===== src/rtl/rf_wb_ctrl.sv =====
// Register-file writeback controller: round-robin arbitration among NREQ writeback
// requesters, a one-cycle registered write port, and a busy scoreboard for hazard checks.
module rf_wb_ctrl #(
  parameter int DATAWIDTH = 32,
  parameter int REGISTERS = 32,
  parameter int INDEX     = $clog2(REGISTERS),
  parameter int NREQ      = 3
) (
  input  logic                      clk,
  input  logic                      rst_n,
  input  logic [NREQ-1:0]           req_valid,
  input  logic [NREQ*INDEX-1:0]     req_addr,
  input  logic [NREQ*DATAWIDTH-1:0] req_data,
  output logic [NREQ-1:0]           req_ready,
  input  logic                      issue_valid,
  input  logic [INDEX-1:0]          issue_rd,
  input  logic [INDEX-1:0]          ra_1,
  input  logic [INDEX-1:0]          ra_2,
  output logic                      hazard_1,
  output logic                      hazard_2,
  output logic                      hazard_rd,
  output logic                      werf,
  output logic [INDEX-1:0]          wa,
  output logic [DATAWIDTH-1:0]      wd
);

  localparam int PTRW = (NREQ > 1) ? $clog2(NREQ) : 1;

  // Handshake: requester i transfers on a cycle where req_valid[i] && req_ready[i].
  // req_ready depends only on req_valid and rr_ptr_q, never on its own history.

  logic [PTRW-1:0]      rr_ptr_q, rr_ptr_d;
  logic [NREQ-1:0]      grant;
  logic [PTRW-1:0]      grant_idx;
  logic                 xfer;
  logic [INDEX-1:0]     xfer_addr;
  logic [DATAWIDTH-1:0] xfer_data;

  logic [REGISTERS-1:0] busy_q, busy_d;
  logic                 werf_q, werf_d;
  logic [INDEX-1:0]     wa_q, wa_d;
  logic [DATAWIDTH-1:0] wd_q, wd_d;

  // Search starts at rr_ptr_q and wraps, so the first valid hit is the winner.
  always_comb begin
    int  idx_i;
    logic found;
    grant     = '0;
    grant_idx = '0;
    xfer_addr = '0;
    xfer_data = '0;
    found     = 1'b0;
    idx_i     = 0;
    for (int k = 0; k < NREQ; k++) begin
      idx_i = int'(rr_ptr_q) + k;
      if (idx_i >= NREQ) idx_i = idx_i - NREQ;
      if (!found && req_valid[PTRW'(idx_i)]) begin
        found                 = 1'b1;
        grant[PTRW'(idx_i)]   = 1'b1;
        grant_idx             = PTRW'(idx_i);
        xfer_addr             = req_addr[idx_i*INDEX +: INDEX];
        xfer_data             = req_data[idx_i*DATAWIDTH +: DATAWIDTH];
      end
    end
  end

  assign req_ready = grant;
  assign xfer      = |grant;

  always_comb begin
    int nxt;
    rr_ptr_d = rr_ptr_q;
    nxt      = int'(grant_idx) + 1;
    if (nxt >= NREQ) nxt = 0;
    if (xfer) rr_ptr_d = PTRW'(nxt);
  end

  // Clear first, then set, so an issue to the same register wins the collision.
  always_comb begin
    busy_d = busy_q;
    for (int r = 1; r < REGISTERS; r++) begin
      if (xfer && (xfer_addr != '0) && (int'(xfer_addr) == r)) busy_d[r] = 1'b0;
      if (issue_valid && (issue_rd != '0) && (int'(issue_rd) == r)) busy_d[r] = 1'b1;
    end
    busy_d[0] = 1'b0;
  end

  // Writes to register 0 are granted and retired but never reach the file.
  always_comb begin
    werf_d = 1'b0;
    wa_d   = wa_q;
    wd_d   = wd_q;
    if (xfer) begin
      werf_d = (xfer_addr != '0);
      wa_d   = xfer_addr;
      wd_d   = xfer_data;
    end
  end

  always_ff @(posedge clk or negedge rst_n) begin
    if (!rst_n) begin
      rr_ptr_q <= '0;
      busy_q   <= '0;
      werf_q   <= 1'b0;
      wa_q     <= '0;
      wd_q     <= '0;
    end else begin
      rr_ptr_q <= rr_ptr_d;
      busy_q   <= busy_d;
      werf_q   <= werf_d;
      wa_q     <= wa_d;
      wd_q     <= wd_d;
    end
  end

  function automatic logic busy_at(input logic [REGISTERS-1:0] b, input logic [INDEX-1:0] a);
    logic hit;
    hit = 1'b0;
    for (int r = 1; r < REGISTERS; r++) begin
      if (int'(a) == r) hit = b[r];
    end
    return hit;
  endfunction

  assign hazard_1  = busy_at(busy_q, ra_1);
  assign hazard_2  = busy_at(busy_q, ra_2);
  assign hazard_rd = busy_at(busy_q, issue_rd);

  assign werf = werf_q;
  assign wa   = wa_q;
  assign wd   = wd_q;

endmodule


===== config.mk =====
export PLATFORM = sky130hd
export DESIGN_NAME = rf_wb_ctrl
export DESIGN_NICKNAME = d
export VERILOG_FILES = /design/src/rtl/rf_wb_ctrl.sv
export SDC_FILE = /design/constraint.sdc
export NUM_CORES = 1
export LEC_CHECK = 0
export CAP_MARGIN = 10
export CORE_UTILIZATION = 45
export DETAILED_ROUTE_END_ITERATION = 12
export PLACE_DENSITY_LB_ADDON = 0.25
export SLEW_MARGIN = 20
export SYNTH_ARGS = -nofsm -noshare
export SYNTH_HDL_FRONTEND = slang
export SYNTH_SLANG_ARGS = --single-unit

===== constraint.sdc =====
create_clock -name clk -period 4.4 [get_ports clk]
set_input_delay 1.32 -clock clk [delete_from_list [all_inputs] [get_ports clk]]
set_output_delay 1.32 -clock clk [all_outputs]
set_load 0.005 [all_outputs]

==> impl_metrics.py <==
metrics = {
    "setup_path": {
        "cp.arrival_ps": 3030,
        "cp.required_ps": 3080,
        "r2r_slack_ps": 460,
        "crit_fanout": 5,
        "cp-end-kind": "primary output",
        "timing.rr.start": "rr_ptr_q[0]$_DFFE_PN0P_",
        "crit_end": "req_ready[1]",
        "crit_path_start": "req_valid[2]",
        "startpoint_type": "primary input",
        "r2r_cells": 9,
        "rr_endpoint": "wa[2]$_DFFE_PN0P_",
        "path_class": "in2out",
    },
    "global_routing": {
        "grt_max_degree": 72,
        "grt_first_pass_wirelength_um": 42300,
        "antenna_found_initial": 0,
        "use_met1_pct": 39.8,
        "track_usage_pct": 31.7,
        "grt_pass1_vias": 8404,
        "overflow": 0,
        "top_usage_layer": "met2",
        "gr-usage-met3_pct": 6.23,
        "grt_use_met2_pct": 52.1,
    },
    "cts": {
        "worst_skew_pair.late_latency_ps": 330,
        "cts.path.max_buffers": 2,
        "cts_sinks": 71,
        "cts_buffers": 9,
        "clkSlewWorstSetupHoldPaths_ps": 60,
        "hold_buffers": 0,
        "cts_htree_levels": 3,
        "cts_root_buffer": "clkbuf_16",
        "cts_tree": "built",
    },
    "floorplan": {
        "dieArea_mm2": 0.0170,
        "die_h_um": 130,
        "ios": 176,
        "start_util_pct": 46.3,
        "row_count": 46,
        "dieWidth_um": 130,
        "core_mm2": 0.0160,
    },
    "synthesis": {
        "synth-adder-area-share_pct": 1.62,
        "synth_compound_gate_area_share_pct": 30.3,
        "synth_area_mm2": 0.00740,
        "synth_ff_type": "dfrtp_1",
        "synth_cells": 1038,
        "synth-xor-area-share_pct": 0.237,
        "synth_edf_count": 0,
        "avgSynthCellArea_um2": 7.13,
        "synth_top_family_by_area": "compound AO/OA/AOI/OAI gates",
        "synth.mux.area_fraction_pct": 11.2,
        "async_reset_ff_share_pct": 100,
        "ys_seq_elements": 71,
        "yosysUniqueCellTypes": 73,
        "synth-simple-area-share_pct": 26.5,
        "yosys_warnings": 0,
        "synth-seq-area-share_pct": 24.0,
        "synth_fp_nets": 1179,
    },
    "finish": {
        "area_growth_pct": 39.0,
        "multiInputGateArea_mm2": 0.00529,
        "seq_area_mm2": 0.00178,
        "drive_above_1_share_pct": 16.4,
        "diodes": 0,
        "final_net_count": 1373,
        "utilization_pct": 64.3,
        "nFillCells": 1456,
        "final_cell_mix": "182 x nand2_1, 153 x clkdlybuf4s50_1, 94 x buf_4",
        "layout_commonest_cell": "nand2_1",
    },
    "timing": {
        "setup_ws_ps": 47.2,
        "fin_crit_ps": 4350,
        "max_freq_mhz": 230,
        "finalCritPeriodShare_pct": 98.9,
        "slew_headroom_pct": 23.5,
        "finalMaxSlewViolations": 0,
        "hold_viol_final": 0,
        "rsz0062_at_grt": "false",
        "setup_viol": 0,
        "finClkSkew_ps": 6.46,
        "tns_ps": 0,
        "tightest_slew_ps": 1140,
    },
    "power_and_ir_drop": {
        "p_per_area_mw_per_mm2": 692,
        "p_leak_nw": 4.23,
        "peakVddDrop_v": 0.000458,
    },
    "route": {
        "drc": 0,
        "routedWlPerCell_um": 18.5,
        "via_per_inst": 6.17,
        "ant_nets": 0,
        "routed_wl_um": 26900,
        "drt_iter0_drc": 862,
        "num_vias": 8970,
        "drt_first_pass_iters": 6,
    },
    "run_status": {
        "status": "completed",
    },
    "hold_path": {
        "hold_class": "reg2reg",
    },
    "placement": {
        "place.gp.congestion": 1.02,
        "numPortBuffers": 175,
        "post-place-ws_ps": -467,
        "hpwlAfterDp_um": 18200,
    },
    "flow_run": {
        "maxCapViolations": 0,
    },
}
cells in the mapped netlist (3+ instances only):
master,n,area share (%)
clkbuf_1,66,3.3
o22ai_1,41,3.5
mux2_2,45,6.8
o21ai_1,5,0.34
dfrtp_1,71,24
a22oi_1,70,7.1
a22o_1,4,0.47
a21oi_1,82,5.5
and3_1,3,0.25
nand4_1,4,0.34
a221o_1,4,0.54
o31a_1,3,0.35
nand3_1,11,0.74
a21o_1,3,0.30
a2bb2oi_1,8,0.95
o31ai_1,30,3.0
nor4_1,4,0.34
o221ai_1,5,0.59
a32oi_1,3,0.35
mux2_1,3,0.46
ha_1,8,1.4
o211ai_1,4,0.41
buf_2,12,0.81
nor2_1,95,4.8
buf_1,12,0.61
o21ai_0,40,2.7
nor2b_1,15,1.3
buf_4,3,0.30
nand2_1,182,9.2
inv_1,17,0.86
nand3b_1,5,0.51
a211oi_1,5,0.51
nor3b_1,8,0.81
nand2b_1,16,1.4
nor3_1,78,5.3
mux2i_1,24,3.2
a211o_1,3,0.35
a221oi_1,3,0.35
worst max-delay path, cell delays in order:
cell,delay [ps]
dlygate4sd2_1,290
or4b_1,480
a2bb2oi_2,150
a31o_2,130
a221o_1,150
clkdlybuf4s50_1,510
power breakdown:
part           total [mW]  switching (mW)  leakage, nW  internal [mW]
Clock               0.795           0.283        0.156          0.512
Sequential           1.38           0.380        0.843           1.00
Combinational        4.94            2.88         3.23           2.07
area by class of cell:
cell class                 instances  area share (%)
timing repair buffer             277            25.0
clock buffer                      11            2.36
inverter                          17           0.620
multi-input combinational        856            51.4
clock inverter                     5           0.790
sequential                        71            17.3
tap                              216            2.63
stage by stage:
stage | hold WS (ps) | instance area, um^2 | power (mW) | instances
final | 481 | 10300 | 7.12 | 1453
after floorplan | 473 | 7400 | 4.57 | 1038
after global placement | 473 | 9760 | 6.14 | 1423
after global routing | 517 | 10300 | 7.64 | 1453
after CTS | 485 | 10300 | 7.03 | 1451
after detailed placement | 472 | 9760 | 6.20 | 1423
routing by layer:
| layer | wire, um | share of wire, % | up-vias |
|---|---|---|---|
| li1 | - | - | 4211 |
| met1 | 11000 | 41 | 4201 |
| met2 | 12500 | 47 | 487 |
| met3 | 2420 | 9.0 | 71 |
| met4 | 996 | 3.7 | 0 |
| met5 | 0 | 0 | - |
flip-flops by register name, indices dropped and copies added, names as in the netlist:
register,flops
rr_ptr_q,2
wd,32
wa,5
busy_q,31
werf,1
logic make-up after synthesis:
| group | after synthesis |
|---|---|
| mux | 74 |
| buf+inv | 111 |
| compound gates | 334 |
| xor+xnor | 2 |
| flops | 71 |
| fa+ha+maj | 9 |
| other cells | 2 |
| simple gates | 435 |
how the worst min path moves through the flow:
stage,start,endpoint,slack [ps],cells past startpoint
floorplan,wa[3]$_DFFE_PN0P_,wa[3]$_DFFE_PN0P_,470,2
global placement,wa[3]$_DFFE_PN0P_,wa[3]$_DFFE_PN0P_,470,2
detailed placement,wa[3]$_DFFE_PN0P_,wa[3]$_DFFE_PN0P_,470,2
CTS,wa[3]$_DFFE_PN0P_,wa[3]$_DFFE_PN0P_,480,2
global route,wa[2]$_DFFE_PN0P_,wa[2]$_DFFE_PN0P_,520,1
finish,wa[3]$_DFFE_PN0P_,wa[3]$_DFFE_PN0P_,480,2
what timing repair did:
action / CTS / global route
pin swaps: 6 / 6
resized for setup: 57 / 16
gates cloned: 4 / 0
setup endpoints to repair: 5 / 6
setup buffers: 8 / 2
(Power assumes the default switching activity.)
